File: config.mk
export PLATFORM = sky130hd
export DESIGN_NAME = octave_synth
export DESIGN_NICKNAME = d
export VERILOG_FILES = /design/src/rtl/octave_synth.sv
export SDC_FILE = /design/constraint.sdc
export NUM_CORES = 1
export LEC_CHECK = 0
export BUFFER_PORTS_ARGS = -buffer_cell sky130_fd_sc_hd__clkbuf_2
export CAP_MARGIN = 0
export CORE_ASPECT_RATIO = 2
export CORE_MARGIN = 4
export CORE_UTILIZATION = 53
export CTS_BUF_LIST = sky130_fd_sc_hd__clkbuf_8
export DETAILED_ROUTE_END_ITERATION = 10
export GPL_TIMING_DRIVEN = 0
export PLACE_DENSITY = 0.66
export SLEW_MARGIN = 15
export SYNTH_ARGS = -nofsm -noshare
export SYNTH_HDL_FRONTEND = slang
export SYNTH_SLANG_ARGS = --single-unit
File: constraint.sdc
create_clock -name clk -period 10.68 [get_ports clk]
set_clock_uncertainty 0.1 [all_clocks]
set_input_delay 1.068 -clock clk [delete_from_list [all_inputs] [get_ports clk]]
set_output_delay 1.068 -clock clk [all_outputs]
set_load 0.01 [all_outputs]
File: src/rtl/octave_synth.sv
// Seven-octave square-wave voice generator. One shared phase accumulator feeds
// per-octave linear envelopes, which are summed into signed PCM behind valid/ready.
module octave_synth #(
  parameter int unsigned         SAMPLE_DIV = 1042,
  parameter int unsigned         PHASE_W    = 24,
  parameter logic [PHASE_W-1:0]  BASE_INC   = 24'd4810,
  parameter int unsigned         ENV_STEP   = 1
) (
  input  logic        clk,
  input  logic        rst_n,
  input  logic [6:0]  octaves,
  input  logic        octaves_en,
  output logic [15:0] sample,
  output logic        sample_valid,
  input  logic        sample_ready,
  output logic [6:0]  active_octaves,
  output logic        overrun
);

  localparam int unsigned      DIV_W    = (SAMPLE_DIV > 2) ? $clog2(SAMPLE_DIV) : 1;
  localparam logic [DIV_W-1:0] DIV_LAST = DIV_W'(SAMPLE_DIV - 1);
  localparam logic [8:0]       STEP     = 9'(ENV_STEP);

  logic [6:0]         pending_q;
  logic [6:0]         active_q;
  logic [DIV_W-1:0]   div_cnt_q;
  logic [PHASE_W-1:0] acc_q;
  logic [7:0]         amp_q [7];
  logic [7:0]         amp_d [7];
  logic               tick_dly_q;
  logic [15:0]        sample_q;
  logic               sample_valid_q;
  logic               overrun_q;

  logic               tick;
  logic [8:0]         amp_up [7];
  logic [8:0]         amp_dn [7];
  logic signed [11:0] mix_sum;

  assign tick = (div_cnt_q == DIV_LAST);

  // 9-bit arithmetic exposes the carry/borrow used for saturation.
  // NOTE: every variable written here gets a value on every path, so no latch is inferred.
  always_comb begin
    for (int k = 0; k < 7; k++) begin
      amp_up[k] = {1'b0, amp_q[k]} + STEP;
      amp_dn[k] = {1'b0, amp_q[k]} - STEP;
      if (active_q[k]) amp_d[k] = amp_up[k][8] ? 8'hFF : amp_up[k][7:0];
      else             amp_d[k] = amp_dn[k][8] ? 8'h00 : amp_dn[k][7:0];
    end
  end

  // Octave k samples accumulator bit PHASE_W-1-k, doubling frequency per octave.
  always_comb begin
    mix_sum = '0;
    for (int k = 0; k < 7; k++) begin
      if (acc_q[PHASE_W-1-k]) mix_sum = mix_sum + $signed({4'b0000, amp_q[k]});
      else                    mix_sum = mix_sum - $signed({4'b0000, amp_q[k]});
    end
  end

  // NOTE: state registers use non-blocking assignments so every update sees pre-edge values.
  always_ff @(posedge clk or negedge rst_n) begin
    if (!rst_n) begin
      pending_q  <= '0;
      active_q   <= '0;
      div_cnt_q  <= '0;
      acc_q      <= '0;
      tick_dly_q <= 1'b0;
    end else begin
      tick_dly_q <= tick;
      if (octaves_en) pending_q <= octaves;
      if (tick) begin
        div_cnt_q <= '0;
        acc_q     <= acc_q + BASE_INC;
        active_q  <= pending_q;
      end else begin
        div_cnt_q <= div_cnt_q + 1'b1;
      end
    end
  end

  // NOTE: the envelope array is reset too, since a reset must silence every voice at once.
  always_ff @(posedge clk or negedge rst_n) begin
    if (!rst_n) begin
      for (int k = 0; k < 7; k++) amp_q[k] <= '0;
    end else if (tick) begin
      for (int k = 0; k < 7; k++) amp_q[k] <= amp_d[k];
    end
  end

  // A load in the cycle after a tick wins over a plain transfer.
  always_ff @(posedge clk or negedge rst_n) begin
    if (!rst_n) begin
      sample_q       <= '0;
      sample_valid_q <= 1'b0;
      overrun_q      <= 1'b0;
    end else if (tick_dly_q) begin
      sample_q       <= {mix_sum, 4'b0000};
      sample_valid_q <= 1'b1;
      if (sample_valid_q && !sample_ready) overrun_q <= 1'b1;
    end else if (sample_valid_q && sample_ready) begin
      sample_valid_q <= 1'b0;
    end
  end

  assign sample         = sample_q;
  assign sample_valid   = sample_valid_q;
  assign active_octaves = active_q;
  assign overrun        = overrun_q;

endmodule

==> metrics <==
Tot GR Track Use 0.282; Most used DFF post-synth dfrtp_1; Initial DRC Count about 500; vias per cell between 5 and 6; Total Power between 0.8 and 0.9 mW; initial antenna violation count 0; P_sw between 0.2 and 0.25 mW; Routed Antenna Nets 0; CP Buf/Inv Count 2; share of the synthesized area in the top cell type 0.277; commonest non-fill, non-tap cell in the layout nor2_1; register area share after synthesis 0.277; CTS resizes 0; Synth area leader dfrtp_1; clock power share 0.461; worst skew pair latency 490 ps; design area ~12000 µm²; DRC 0; outcome finished, final reports clean; Rows 73; I/O Pins 36; GP Congestion roughly 0.94; DR WL/cell 18.4 µm; IO Port Bufs 30; setup tns final 0 ps; fin util 0.585; CP max stage delay about 520 ps; Internal roughly 0.65 mW; crit path DAT just under 8000 ps; Max Slew Vio Count 0; synth top area cells dfrtp_1, ha_1, nor2_1; first-pass GRT wire length just under 50000 µm; Core ar. about 20000 µm²; Post-synth EDFFs 0; Area Growth Syn to Fin 8.43%; via count ~10000; Sw Share 0.258; CTS tree built; worst slew pin tran 1100 ps; most frequent cells in the layout nor2_1, nand2_1, dfrtp_1, o21ai_0, ha_1; Synth Instances between 1000 and 1500; leakage 5.78 nW; PwrDens between 70 and 80 nW/µm²; Fmax between 0.1 and 0.15 GHz; hold wc startpoint pending_q[5]; CTS HTree Levels 4; Hold Buf Count CTS 0; share of cells above drive strength 1 0.0938; Total Nets Final ~1500; Clk pin slew, worst setup/hold paths about 80 ps; max-cap check violation count 0; CP startpoint amp_q[50]; largest net degree at the start of global routing ~70; Final Setup Violations 0; Synth warnings 0; share of flip-flops with an asynchronous set or reset 1.00; Die Y around 210 µm; hpwl dp about 24000 µm; slowest CP cell nor4_1; Die Area between 20000 and 25000 µm²; clock period minus worst slack 7550 ps; Initial Util 0.539; Worst Hold Class reg -> reg; CP endpoint kind register; clk sink count 119; DR pass1 iterations 5; Num CTS Buffers 17; final wirelength 31000 µm; Synth Area per Inst 7.94 µm²; Synth Register Bits 119; Synth cell types slightly above 80; Post-Syn Area ~11000 µm²; Tcrit/Tclk final 0.707; Logic pwr share 0.020; Slew headroom 0.265; peak supply drop ~0.09 mV; Hold Fails Final Rpt 0; CP startpoint kind register; # diodes 0; Worst EP required 10940 ps; grt ovf 0; Seq pwr share 0.519; Setup Crit Path Kind reg -> reg; crit-path max FO 9; DP Area around 11000 µm²; RSZ-0062 raised after global routing no; R2R Path Start amp_q[50]; CTS root buffer clkbuf_8; post-CTS setup buffer count 0; most used cell, CP ha_1; Die Wd around 110 µm; vias in the first global route 9881; Clock Path Buffers 2; family with the most delay on the worst path simple AND/OR/NAND/NOR gates
## power groups by stage
| stage | Sequential [mW] | Combinational, mW | Clock (mW) |
|---|---|---|---|
| global placement | 0.463 | 0.0164 | 0 |
| finish | 0.454 | 0.0175 | 0.403 |
| CTS | 0.454 | 0.0183 | 0.410 |
| global route | 0.454 | 0.0200 | 0.429 |
| detailed placement | 0.463 | 0.0183 | 0 |
| floorplan | 0.463 | 0.00503 | 0 |
## layer usage
metal  part of all wire  wire length (µm)  GRT usage  vias to the layer above
met5                  0                 0          0                        -
met4              0.084              2610      0.216                        0
met3              0.034              1060     0.0483                      120
met2               0.54             16600      0.517                      266
met1               0.35             10700      0.269                     4624
li1                   -                 -          -                     4851
## cell type report
class	instances	area (µm²)
multi-input cells	1090	7170
clock inverters	14	126
inverters	69	259
repair buffers	31	186
flip-flops and latches	119	2980
fillers	1951	8270
well taps	262	328
clock buffers	18	248
plain buffers	77	343
## kinds of logic after synthesis
group	share of synthesized area
simple gates	0.218
compound gates	0.200
buf+inv	0.0561
xor+xnor	0.106
flops	0.277
fa+ha+maj	0.110
mux	0.0318
other cells	0.000349
## path summary, 6_finish.rpt
kind | endpoint | slack [ps] | cells past startpoint
worst max-delay path | sample[15] | 3130 | 31
worst min-delay path | active_octaves[5] | 370 | 2
worst max register to register | sample[15] | 3130 | 31
worst min register to register | active_octaves[5] | 370 | 2
max in group asynchronous | acc_q[2] | 9350 | 2
min in group asynchronous | amp_q[4] | 420 | 1
## sequential cells by signal (all words and copies together) (netlist names)
name            count
amp_q              56
pending_q           7
sample             12
sample_valid        1
tick_dly_q          1
active_octaves      7
div_cnt_q          11
overrun             1
acc_q              23
## cell usage after synthesis, types with 41 or more instances
| master | count |
|---|---|
| nor2_1 | 171 |
| dfrtp_1 | 119 |
| nand2_1 | 119 |
| ha_1 | 85 |
| o21ai_0 | 85 |
| a21oi_1 | 84 |
| xnor2_1 | 69 |
| inv_1 | 65 |
| xor2_1 | 52 |
| clkbuf_1 | 44 |
| nand3_1 | 44 |
| nor3_1 | 41 |
## per-stage QoR
step                      worst slack (ps)  instances  hold slack [ps]
after CTS                             3120       1680              370
final                                 3130       1680              365
after detailed placement              3170       1648              353
after floorplan                       4030       1355              335
after global routing                  2650       1680              385
after global placement                3130       1647              348
## worst register-to-register path, delay by kind of cell, from the launching register on
| kind | cells | cell delay [ps] |
|---|---|---|
| and+or+nand+nor | 16 | 4270 |
| xor gates and xnor gates | 4 | 670 |
| buffers and inverters | 2 | 270 |
| adders and majority gates | 6 | 1350 |
| DFF | 1 | 360 |
| AOI/OAI and AO/OA | 3 | 410 |
(Power assumes the default switching activity.)
